## src/rtl/k2_pkg.sv

```systemverilog
// Shared types and constants for the K2 result-bus UART logger.
package k2_pkg;

    // Serialiser states; encoding is exported on the debug state port.
    typedef enum logic [1:0] {
        IDLE  = 2'd0,
        START = 2'd1,
        DATA  = 2'd2,
        STOP  = 2'd3
    } uart_state_t;

    localparam logic UART_START_BIT = 1'b0;
    localparam logic UART_STOP_BIT  = 1'b1;
    localparam int   UART_DATA_BITS = 8;

endpackage

```

## src/rtl/ro_fifo.sv

```systemverilog
// Small synchronous FIFO. The head entry is presented combinationally on dout
// whenever the FIFO is not empty. A push while full is accepted only when a
// pop frees a slot on the same edge; otherwise it is ignored.
module ro_fifo #(
    parameter int WIDTH = 8,
    parameter int DEPTH = 4
) (
    input  logic                       clk,
    input  logic                       rst,
    input  logic                       push,
    input  logic                       pop,
    input  logic [WIDTH-1:0]           din,
    output logic [WIDTH-1:0]           dout,
    output logic                       full,
    output logic                       empty,
    output logic [$clog2(DEPTH+1)-1:0] level
);

    localparam int AW = (DEPTH > 1) ? $clog2(DEPTH) : 1;
    localparam int LW = $clog2(DEPTH+1);

    logic [WIDTH-1:0] r_mem [DEPTH];
    logic [AW-1:0]    r_wr_ptr;
    logic [AW-1:0]    r_rd_ptr;
    logic [LW-1:0]    r_count;

    logic             w_do_push;
    logic             w_do_pop;

    assign full      = (r_count == LW'(DEPTH));
    assign empty     = (r_count == '0);
    assign level     = r_count;
    assign dout      = r_mem[r_rd_ptr];
    assign w_do_pop  = pop && !empty;
    assign w_do_push = push && (!full || w_do_pop);

    // Storage array: written on an accepted push, never reset.
    always_ff @(posedge clk) begin
        if (w_do_push) begin
            r_mem[r_wr_ptr] <= din;
        end
    end

    // Pointers and occupancy; DEPTH is a power of two so pointers wrap naturally.
    always_ff @(posedge clk or posedge rst) begin
        if (rst) begin
            r_wr_ptr <= '0;
            r_rd_ptr <= '0;
            r_count  <= '0;
        end else begin
            if (w_do_push) begin
                r_wr_ptr <= r_wr_ptr + AW'(1);
            end
            if (w_do_pop) begin
                r_rd_ptr <= r_rd_ptr + AW'(1);
            end
            case ({w_do_push, w_do_pop})
                2'b10:   r_count <= r_count + LW'(1);
                2'b01:   r_count <= r_count - LW'(1);
                default: r_count <= r_count;
            endcase
        end
    end

endmodule

```

## src/rtl/ro_uart_logger.sv

```systemverilog
// Watches the processor result bus, queues every new value and sends each one
// off-chip as an 8N1 UART frame (LSB first). Never stalls the processor: when
// the queue is full a new value is dropped and a sticky overflow flag is set.
module ro_uart_logger
    import k2_pkg::*;
#(
    parameter int bits         = 8,
    parameter int CLKS_PER_BIT = 16,
    parameter int DEPTH        = 4
) (
    input  logic                       clk,
    input  logic                       rst,
    input  logic [bits-1:0]            Ro,
    output logic                       tx,
    output logic                       busy,
    output logic                       overflow,
    output logic [$clog2(DEPTH+1)-1:0] level,
    output uart_state_t                o_dbg_state
);

    localparam int CW = (CLKS_PER_BIT > 1) ? $clog2(CLKS_PER_BIT) : 1;
    localparam int LW = $clog2(DEPTH+1);

    // Change detector
    logic [bits-1:0]           r_last_ro;
    logic                      w_push_req;
    logic [UART_DATA_BITS-1:0] w_din;

    // FIFO interface
    logic [UART_DATA_BITS-1:0] w_dout;
    logic                      w_full;
    logic                      w_empty;
    logic [LW-1:0]             w_level;
    logic                      w_pop;

    // Serialiser state
    uart_state_t               r_state,  w_state_nx;
    logic [CW-1:0]             r_baud,   w_baud_nx;
    logic [2:0]                r_idx,    w_idx_nx;
    logic [UART_DATA_BITS-1:0] r_shift,  w_shift_nx;
    logic                      r_tx,     w_tx_nx;
    logic                      r_overflow;
    logic                      w_bit_end;

    assign w_push_req = (Ro != r_last_ro);
    assign w_din      = UART_DATA_BITS'(Ro);
    assign w_bit_end  = (r_baud == CW'(CLKS_PER_BIT-1));

    // Remember the last value seen so only changes are queued.
    always_ff @(posedge clk or posedge rst) begin
        if (rst) begin
            r_last_ro <= '0;
        end else if (w_push_req) begin
            r_last_ro <= Ro;
        end
    end

    ro_fifo #(
        .WIDTH (UART_DATA_BITS),
        .DEPTH (DEPTH)
    ) u_fifo (
        .clk   (clk),
        .rst   (rst),
        .push  (w_push_req),
        .pop   (w_pop),
        .din   (w_din),
        .dout  (w_dout),
        .full  (w_full),
        .empty (w_empty),
        .level (w_level)
    );

    // Sticky drop flag: a change arrived while full and nothing left this edge.
    always_ff @(posedge clk or posedge rst) begin
        if (rst) begin
            r_overflow <= 1'b0;
        end else if (w_push_req && w_full && !w_pop) begin
            r_overflow <= 1'b1;
        end
    end

    // Serialiser state register; tx resets high so the line idles asynchronously.
    always_ff @(posedge clk or posedge rst) begin
        if (rst) begin
            r_state <= IDLE;
            r_baud  <= '0;
            r_idx   <= '0;
            r_shift <= '0;
            r_tx    <= UART_STOP_BIT;
        end else begin
            r_state <= w_state_nx;
            r_baud  <= w_baud_nx;
            r_idx   <= w_idx_nx;
            r_shift <= w_shift_nx;
            r_tx    <= w_tx_nx;
        end
    end

    // Next-state logic; tx is computed one edge early so the line comes from a flop.
    always_comb begin
        w_state_nx = r_state;
        w_baud_nx  = r_baud;
        w_idx_nx   = r_idx;
        w_shift_nx = r_shift;
        w_tx_nx    = r_tx;
        w_pop      = 1'b0;
        case (r_state)
            IDLE: begin
                w_baud_nx = '0;
                w_idx_nx  = '0;
                w_tx_nx   = UART_STOP_BIT;
                if (!w_empty) begin
                    w_pop      = 1'b1;
                    w_shift_nx = w_dout;
                    w_state_nx = START;
                    w_tx_nx    = UART_START_BIT;
                end
            end
            START: begin
                if (w_bit_end) begin
                    w_baud_nx  = '0;
                    w_state_nx = DATA;
                    w_tx_nx    = r_shift[0];
                end else begin
                    w_baud_nx = r_baud + CW'(1);
                end
            end
            DATA: begin
                if (w_bit_end) begin
                    w_baud_nx = '0;
                    if (r_idx == 3'(UART_DATA_BITS-1)) begin
                        w_state_nx = STOP;
                        w_tx_nx    = UART_STOP_BIT;
                    end else begin
                        w_idx_nx   = r_idx + 3'd1;
                        w_shift_nx = r_shift >> 1;
                        w_tx_nx    = r_shift[1];
                    end
                end else begin
                    w_baud_nx = r_baud + CW'(1);
                end
            end
            STOP: begin
                if (w_bit_end) begin
                    w_baud_nx  = '0;
                    w_state_nx = IDLE;
                    w_tx_nx    = UART_STOP_BIT;
                end else begin
                    w_baud_nx = r_baud + CW'(1);
                end
            end
            default: begin
                w_state_nx = IDLE;
                w_baud_nx  = '0;
                w_idx_nx   = '0;
                w_tx_nx    = UART_STOP_BIT;
            end
        endcase
    end

    assign tx          = r_tx;
    assign overflow    = r_overflow;
    assign level       = w_level;
    assign busy        = (r_state != IDLE) || (w_level != '0);
    assign o_dbg_state = r_state;

endmodule

```

## config.mk

```make
export PLATFORM = sky130hd
export DESIGN_NAME = ro_uart_logger
export DESIGN_NICKNAME = d
export VERILOG_FILES = /design/src/rtl/k2_pkg.sv /design/src/rtl/ro_fifo.sv /design/src/rtl/ro_uart_logger.sv
export SDC_FILE = /design/constraint.sdc
export NUM_CORES = 1
export LEC_CHECK = 0
export CELL_PAD_IN_SITES_DETAIL_PLACEMENT = 0
export CELL_PAD_IN_SITES_GLOBAL_PLACEMENT = 1
export CORE_MARGIN = 2
export CORE_UTILIZATION = 53
export DETAILED_ROUTE_END_ITERATION = 12
export PLACE_DENSITY_LB_ADDON = 0.1
export RECOVER_POWER = 100
export SYNTH_ARGS = -nofsm -noshare
export SYNTH_HDL_FRONTEND = slang
export SYNTH_SLANG_ARGS = --single-unit
```

## constraint.sdc

```tcl
create_clock -name clk -period 3.9 [get_ports clk]
set_input_delay 0.585 -clock clk [delete_from_list [all_inputs] [get_ports clk]]
set_output_delay 0.585 -clock clk [all_outputs]
set_load 0.01 [all_outputs]
```

# Word-level counts from Yosys, hierarchy flattened

Memories as Yosys holds them, arrays and structs flattened.
Cells that the tools add are included.
Widths: inputs -> output; s select.

Register bits after elaboration: 34
RAM bits: 32
Input bits: 10
Output and inout bits: 8
Logic and storage cells: 78
Memories: 1

Memory list:

| memory       | depth | width | read ports | clocked after Yosys merged registers in | write ports | line          | text |
|---|---|---|---|---|---|---|---|
| u_fifo.r_mem | 4     | 8     | 1          | 0                                       | 1           | ro_fifo.sv:22 | `logic [WIDTH-1:0] r_mem [DEPTH];` |

Add/sub/neg operators: 6
Equal/unequal tests: 15
Multiplexer cells: 26
Reduce and logical (&&, ||, !) cells: 20

Operators by type and width:

| operator            | number |
|---|---|
| $mux 8              | 3 |
| $pmux 8 s2          | 1 |
| $ne 2x2->1 const B  | 6 |
| $pmux 3 s2          | 2 |
| $mux 2              | 5 |
| $mux 1              | 9 |
| $ne 8x8->1          | 1 |
| $pmux 2 s4          | 1 |
| $pmux 4 s2          | 1 |
| $add 3x1->3 const B | 2 |
| $eq 2x2->1 const B  | 3 |
| $eq 3x3->1 const B  | 2 |
| $mux 3              | 2 |
| $reduce_and 3->1    | 2 |
| $reduce_bool 2->1   | 3 |
| $reduce_and 5->1    | 1 |
| $add 2x1->2 const B | 2 |
| $add 4x1->4 const B | 1 |
| $eq 2x1->1 const B  | 2 |
| $eq 4x4->1 const B  | 1 |
| $logic_and 1x1->1   | 4 |
| $mux 4              | 1 |
| $pmux 1 s4          | 1 |
| $reduce_and 4->1    | 1 |
| 7 further kinds     | 10 |

# Logic depth before layout (Yosys ltp)

Depth in word-level cells: 8
Depth in mapped cells: 11
Depth with buffers taken out: 11

# Modules after synthesis

A second synthesis with hierarchy kept.

Cells, all modules: 202
Area total of the unflattened synthesis: 2930.3 um^2

Modules (own cells, without submodules):

| module         | times used | cells an instance | area an instance (um^2) | seq. area each (um^2) |
|---|---|---|---|---|
| ro_fifo        | 1          | 81                | 1591.5                  | 1136.1 |
| ro_uart_logger | 1          | 121               | 1338.8                  | 676.9 |

# Least setup slack after synthesis

OpenSTA, ideal clock, no wires.

Path type: reg2reg
From: register r_state[0] (netlist: o_dbg_state[0])
To: register u_fifo.r_count[2] (netlist: u_fifo.level[2])
Library setup time: 79 ps
Arrival time: 2283 ps
Data required time: 3821 ps
Slack: 1538 ps
Cell stages (with the launch flop): 12
Buffers on the path: 0
Period minus slack after synthesis: 2362 ps
Cell sequence: dfrtp_1 -> inv_1 -> ha_1 -> nor4b_1 -> a21oi_1 -> inv_1 -> ha_1 -> inv_1 -> fa_1 -> xor2_1 -> nor2_1 -> xor2_1

Cells in the longest elaborated chain, start to end: 7
Elaborated cells on any way between the ends: 9
Classes of those cells: eq/ne: 2; mux: 2; reduce/logical: 5

RTL lines:

| what                                            | line                  | text |
|---|---|---|
| start, declared                                 | ro_uart_logger.sv:37  | `uart_state_t r_state, w_state_nx;` |
| start signal, assigned                          | ro_uart_logger.sv:91  | `r_state <= w_state_nx;` |
| $logic_not 2->1 (*)                             | ro_uart_logger.sv:107 | `case (r_state)` |
| $mux 1 (*)                                      | ro_uart_logger.sv:107 |  |
| $logic_and 1x1->1 (*)                           | ro_fifo.sv:34         | `assign w_do_pop = pop && !empty;` |
| $logic_or 1x1->1                                | ro_fifo.sv:35         | `assign w_do_push = push && (!full \|\| w_do_pop);` |
| $logic_and 1x1->1                               | ro_fifo.sv:35         |  |
| $eq 2x1->1 or $eq 2x2->1 (tied branches)        | ro_fifo.sv:57         | `case ({w_do_push, w_do_pop})` |
| $pmux 3 s2 or $reduce_bool 2->1 (tied branches) | --                    |  |
| end signal, assigned                            | ro_fifo.sv:58         | `2'b10: r_count <= r_count + LW'(1);` |
| end signal, assigned                            | ro_fifo.sv:59         | `2'b01: r_count <= r_count - LW'(1);` |
| end signal, assigned                            | ro_fifo.sv:60         | `default: r_count <= r_count;` |
| end, declared                                   | ro_fifo.sv:25         | `logic [LW-1:0] r_count;` |

Mark *: on every way between the ends. The rest lies on a longest branch, timed or not.
A chain may end at the register's enable or synchronous reset.

# Worst setup path in the final report

From: input Ro[2]
To: register u_fifo.r_count[2] (netlist: u_fifo.level[2])

Cells in the longest elaborated chain, start to end: 4
Elaborated cells on any way between the ends: 6
Classes of those cells: eq/ne: 3; mux: 1; reduce/logical: 2

RTL lines:

| what                                            | line                 | text |
|---|---|---|
| start, declared                                 | ro_uart_logger.sv:13 | `input logic [bits-1:0] Ro,` |
| $ne 8x8->1 (*)                                  | ro_uart_logger.sv:45 | `assign w_push_req = (Ro != r_last_ro);` |
| $logic_and 1x1->1 (*)                           | ro_fifo.sv:35        |  |
| $eq 2x1->1 or $eq 2x2->1 (tied branches)        | ro_fifo.sv:57        |  |
| $pmux 3 s2 or $reduce_bool 2->1 (tied branches) | --                   |  |

Marks and branches as above.

==> flow_metrics.tcl <==
set metrics [dict create \
    grtUsageMet2_pct 28.4 \
    violations "max-capacitance violations, max-slew violations" \
    grt_pass1_vias 1581 \
    die_h_um 78.2 \
    area_growth_pct 12.7 \
    drc 0 \
    grt-busiest-layer "met2" \
    synth_nets 215 \
    synth_seq_cells 66 \
    power_density_mw_per_mm2 806 \
    grt_max_degree 35 \
    critPathMaxStageDelay_ns 0.62 \
    fin_skew_ns 0.00740 \
    gp_congestion 0.725 \
    synthFlopType "dfrtp_1" \
    power_mw 2.65 \
    cp_slowest_cell "dlygate4sd3_1" \
    clkSinkCount 66 \
    cts_root_buf "clkbuf_8" \
    finalHoldViolCount 0 \
    antenna_found_initial 0 \
    gr-total-overflow 0 \
    dpl_cell_area_mm2 0.00312 \
    layout.nets 232 \
    drv_slew 35 \
    period_share_pct 76.7 \
    synth_common_cells "33 x dfrtp_1, 32 x edfxtp_1, 13 x ha_1" \
    num_vias 1476 \
    critPathMaxFanout 7 \
    final_layout_size_suffix_gt1_share_pct 16.0 \
    port_buffers 17 \
    worst_setup_path_end_kind "flop" \
    cp_cell_sequence "dlygate4sd3_1, xor2_1, nor4_1, a21oi_1, inv_1, ha_1, inv_1, fa_1, xor2_1, nor2_1, xor2_1" \
    wl_per_cell_um 16.1 \
    critical_path_class "in -> reg" \
    ys_async_sr_fraction_pct 51.5 \
    drtIter0Drc 79 \
    post-synth-top-area-fraction_pct 32.9 \
    die_x_um 78.2 \
    gr-usage-met3_pct 3.91 \
    outcome "complete, but fails checks" \
    synth-edff-count 32 \
    leakagePower_nw 1.32 \
    core_region_area_mm2 0.00541 \
    clk_latency_ns 0.34 \
    core.rowCount 27 \
    dp_hpwl_mm 3.17 \
    initial_core_util_pct 54.0 \
    fmax_mhz 334 \
    hp-class "reg -> reg" \
    grt_use_met1_pct 22.4 \
    cp-start-kind "primary input" \
    htree_levels 3 \
    crit_top_cell "xor2_1" \
    slew_headroom_pct -24.5 \
    cts_setup_buffers 0 \
    post-route-cell-area_mm2 0.00329 \
    synth.avg_cell_area_um2 15.3 \
    fin_crit_ns 2.99 \
    synth_area_leaders "edfxtp_1 33%, dfrtp_1 28%, ha_1 5.6%, mux4_2 5.4%, mux2_4 3.6%" \
    die_area_mm2 0.00611 \
    grt_pass1_wl_mm 7.91 \
    ys_seq_area_share_pct 62.2 \
    max-cap-violations 1 \
    vias_per_cell 5.18 \
    yosysWarnings 0 \
    tightest_slew_ns 1.87 \
    cp.required_ns 4.17 \
    first_pass_iters 4 \
    path_clk_slew_ns 0.08 \
    routed_wl_mm 4.59 \
    peakVddDrop_mv 0.489 \
    ctsHoldBuffers 0 \
    syn-cell-area_mm2 0.00292 \
    cts_tree "built" \
    cts_buffer_depth 2 \
    path_delay_family "buffers and inverters" \
    grt_setup_unrepaired "false" \
    cts_buffers 9 \
    ant_nets 0 \
    setup_tns_ns 0 \
    cp.arrival_ns 3.25 \
    cts_resized 0 \
    holdWs_ns 0.456 \
    netlist_instances 191 \
    setup_violations 0 \
    synth_cell_types 35 \
    grt_use_total_pct 17.6 \
    antenna_cells 0 \
    synth_top_area_cell "edfxtp_1" \
    yosys.cell_count.top_type "dfrtp_1" \
    critPathBufInv 3 \
    boundaryPins 18 \
]
[final timing paths]
path,cells after the start,slack [ns],end,from
worst max-delay path,11,0.91,u_fifo.level[2],Ro[2]
worst min-delay path,1,0.46,overflow,overflow
worst max register to register,11,1.06,u_fifo.level[2],o_dbg_state[0]
worst min register to register,1,0.46,overflow,overflow
max in group asynchronous,3,1.47,r_shift[5],rst
min in group asynchronous,3,1.36,r_last_ro[3],rst
[registers in the layout, indices dropped and copies added, names as in the netlist]
| signal | flops |
|---|---|
| o_dbg_state | 2 |
| overflow | 1 |
| r_baud | 4 |
| r_idx | 3 |
| r_last_ro | 8 |
| r_shift | 8 |
| tx | 1 |
| u_fifo.level | 3 |
| u_fifo.r_mem | 32 |
| u_fifo.r_rd_ptr | 2 |
| u_fifo.r_wr_ptr | 2 |
[placed cells by master (no fill, tap or decap), types with 2 or more instances in the layout]
| cell | netlist | routed |
|---|---|---|
| mux2_1 | 0 | 7 |
| nor4_1 | 2 | 2 |
| nor2_1 | 5 | 5 |
| nand3_1 | 3 | 3 |
| o21ai_0 | 6 | 6 |
| clkbuf_8 | 0 | 9 |
| edfxtp_1 | 32 | 32 |
| dfrtp_1 | 33 | 33 |
| mux2_2 | 9 | 9 |
| nor2b_1 | 2 | 2 |
| xnor2_1 | 4 | 4 |
| ha_1 | 13 | 13 |
| mux4_2 | 7 | 7 |
| a21o_1 | 3 | 3 |
| nand2b_1 | 2 | 2 |
| clkinv_4 | 0 | 2 |
| inv_6 | 0 | 2 |
| nand2_1 | 7 | 7 |
| nor3b_1 | 2 | 2 |
| xor2_1 | 12 | 12 |
| inv_1 | 11 | 11 |
| dlygate4sd3_1 | 0 | 17 |
| a21oi_1 | 3 | 3 |
| and2_0 | 0 | 5 |
[logic make-up (layout without fill, tap and decap cells)]
family | count (synthesis) | in the layout | synth area share (%)
flip-flops | 66 | 66 | 62.2
AND/OR/NAND/NOR | 31 | 31 | 5.92
adder cells (fa/ha/maj) | 14 | 14 | 6.26
multiplexers | 25 | 25 | 13.7
XOR/XNOR | 16 | 16 | 4.80
AO/OA/AOI/OAI | 16 | 16 | 3.39
buffers and inverters | 23 | 45 | 3.73
[report_power, final]
part	internal (mW)	total, mW	switching (mW)
combinational	0.459	0.886	0.427
clock	0.300	0.580	0.280
sequential	1.02	1.18	0.165
total	1.78	2.65	0.872
[final cells by class]
class | instances | area, um^2
Clock buffer | 9 | 124
Clock inverter | 7 | 77.6
Fill cell | 427 | 2120
Inverter | 11 | 41.3
Multi-Input combinational cell | 102 | 967
Sequential cell | 66 | 1810
Tap cell | 72 | 90.1
Timing Repair Buffer | 18 | 174
[layer usage]
metal  share of wire, %  routed length (um)
met3                2.2                 103
met4                2.2                 101
met2                 50                2310
met5                  0                   0
met1                 45                2080
[metrics by stage]
stage | util [%] | setup slack (ns) | std cells
2_1_floorplan | - | 1.54 | 191
3_3_place_gp | 57.7 | 0.696 | 269
3_5_place_dp | 57.7 | 0.650 | 269
4_1_cts | 61.4 | 1.01 | 285
5_1_grt | 60.8 | 0.678 | 285
6_report | 60.8 | 0.910 | 285
Note: power is estimated with default switching activity, not from simulation.
==> edit, RTL diff (same settings) <==
`DEPTH` is set to 4 in 2 places; all go to 8.
--- a/src/rtl/ro_fifo.sv
+++ b/src/rtl/ro_fifo.sv
@@ -3,7 +3,7 @@
 // pop frees a slot on the same edge; otherwise it is ignored.
 module ro_fifo #(
     parameter int WIDTH = 8,
-    parameter int DEPTH = 4
+    parameter int DEPTH = 8
 ) (
     input  logic                       clk,
     input  logic                       rst,
--- a/src/rtl/ro_uart_logger.sv
+++ b/src/rtl/ro_uart_logger.sv
@@ -6,7 +6,7 @@
 #(
     parameter int bits         = 8,
     parameter int CLKS_PER_BIT = 16,
-    parameter int DEPTH        = 4
+    parameter int DEPTH        = 8
 ) (
     input  logic                       clk,
     input  logic                       rst,
Interface: changed (resized level); port bits go from 18 to 19. The function was not compared with the original's and may differ.
==> edit against the original RTL <==
- maximum frequency is 0.38% lower
- sequential cell count is 35 higher
- cell area increased by 46%
- total power rose by 1.6%
- worst setup slack got worse by 0.011 ns
- wire length increased by 62%
- combinational power decreased by 44%
- hold slack gained 0.022 ns
- synthesized area grew 49%
- clock power increased by 22%
- sequential share of layout area up 4.2 points
- critical path type unchanged
- highest routed layer unchanged
==> edit: results (changes against the original RTL) <==
Initial DRC Count=137 (+73%); Synthesis Warnings=0 (unchanged); dpl ws=0.675 ns (+0.0244 ns); worst reg2reg path endpoint=u_fifo.r_mem[2][1]; ys flop type=edfxtp_1; vias per cell=5.48 (+5.8%); I/O Buffers=18 (+1); Net Sw Frac=28.6% (-4.3 points); Max rail drop VDD=0.426 mV (-13%); Yosys cell types=48 (+37%); Pre-antenna DRT Iters=4 (unchanged); sequential-to-total area share from yosys stat=65.7% (+3.6 points); post-synthesis adder-cell area fraction=3.92% (-2.3 points); diodes inserted=0 (unchanged); top cells by count, synth=edfxtp_1, dfrtp_1, nand2_1; post-synth top area share=44.3% (+11 points); CTS root buf=clkbuf_8; Post-synth EDFFs=64 (+100%); max-slew violation count=0 (-100%); Synth area leaders=edfxtp_1, dfrtp_1, mux4_2; clk_lat worst skew=0.37 ns (+0.03 ns); global-route wire length before repair=11800 um (+50%); Final Hold Viols=0 (unchanged); Hold Path Origin=overflow; Reg clk slew, reported paths=0.11 ns (+0.03 ns); htree depth=3 (unchanged); PostCTS Resize Cnt=0 (unchanged); asr flop ratio synth=36.6% (-15 points); worst r2r src=o_dbg_state[0]; Leak=0.00177 uW (+34%); Worst Hold Class=reg -> reg; DRC=0 (unchanged); CP Max Fanout=10 (+3); Post-CTS Setup Bufs=0 (unchanged); GRT Resource Usage Total=18.5% (+0.91 points); NumNets Final=324 (+40%); Hold Path End=overflow; xor/xnor share of the synthesized area=3.23% (-1.6 points); GPL Wtd Cong=0.711 (-2.0%); final WL=7430 um (+62%); CTS Buf Count=9 (unchanged); CTS Buffer Depth=2 (unchanged); status=completed; reg2reg setup slack=1.24 ns (+0.18 ns); leading registers by flop count=u_fifo.r_mem (64), r_last_ro (8), r_shift (8); initial antenna violation count=0 (unchanged); Slew @ Worst Pin=1.16 ns (-0.709 ns); Worst Skew=0.0146 ns (+0.00723 ns); hold path depth=1 (unchanged); Synth Area in Compound Gates=4.36% (+0.97 points); Syn Nets=303 (+41%); CP Data Arrival Time=3.00 ns (-0.25 ns); reg2reg path depth=6 (-5); share of cells above drive strength 1=12.7% (-3.2 points); Post-DP HPWL=4890 um (+54%); largest net degree at the start of global routing=23 (-34%); mux cell area share after synthesis=11.7% (-2.0 points); vias in the first global route=2165 (+37%)
## edit: cells by family (layout without fill, tap and decap cells)
group           Yosys count  in the layout
mux                      30             30
flops                   101            101
xor+xnor                 16             16
simple gates             63             63
compound gates           31             31
buf+inv                  26             52
fa+ha+maj                13             13
## edit: per-layer routing
layer | up-vias | wire length (um) | GRT usage [%]
met4 | 0 | 109 | 6.40
met2 | 28 | 3580 | 28.0
met1 | 1123 | 3520 | 27.0
met5 | - | 0 | 0
li1 | 1075 | - | -
met3 | 10 | 216 | 4.15
## edit: power groups by stage
stage | registers, uW | logic [uW] | clock network (uW)
final | 1490 | 495 | 708
after global routing | 1510 | 547 | 774
after CTS | 1490 | 559 | 729
after detailed placement | 1520 | 558 | 0
after global placement | 1510 | 551 | 0
after floorplan | 1490 | 338 | 0
## edit: critical path, cell delays in order
cell and delay [ns]:
dlygate4sd3_1 0.78, xor2_1 0.30, nor4_4 0.10, a21bo_1 0.31, nor4b_1 0.38, clkbuf_1 0.55
## edit: worst max-delay path by stage
stage / startpoint / endpoint / slack, ns / cells past startpoint
finish: Ro[4] / u_fifo.r_mem[2][1] / 0.90 / 6
floorplan: o_dbg_state[0] / u_fifo.r_mem[2][0] / 1.24 / 6
global route: Ro[4] / u_fifo.r_mem[2][1] / 0.77 / 6
detailed placement: Ro[3] / u_fifo.level[3] / 0.67 / 11
global placement: Ro[3] / u_fifo.level[3] / 0.74 / 11
CTS: Ro[3] / u_fifo.level[3] / 1.06 / 11
## edit: final cells by class
cell class              instances  area, um^2
well taps                     102         128
clock inverters                 7        95.1
repair buffers                 28         221
clock buffers                   9         124
multi-input cells             153        1360
fillers                       621        3010
inverters                       8        30.0
flip-flops and latches        101        2850
## edit: stage by stage
step | hold slack (ns) | utilization [%] | cell area [um^2] | std cells | power [uW]
after floorplan | 0.449 | - | 4340 | 280 | 1830
after global placement | 0.451 | 59.5 | 4650 | 392 | 2060
after detailed placement | 0.458 | 59.5 | 4650 | 392 | 2070
after CTS | 0.487 | 62.3 | 4870 | 408 | 2780
after global routing | 0.513 | 61.5 | 4800 | 408 | 2830
final | 0.478 | 61.5 | 4800 | 408 | 2690
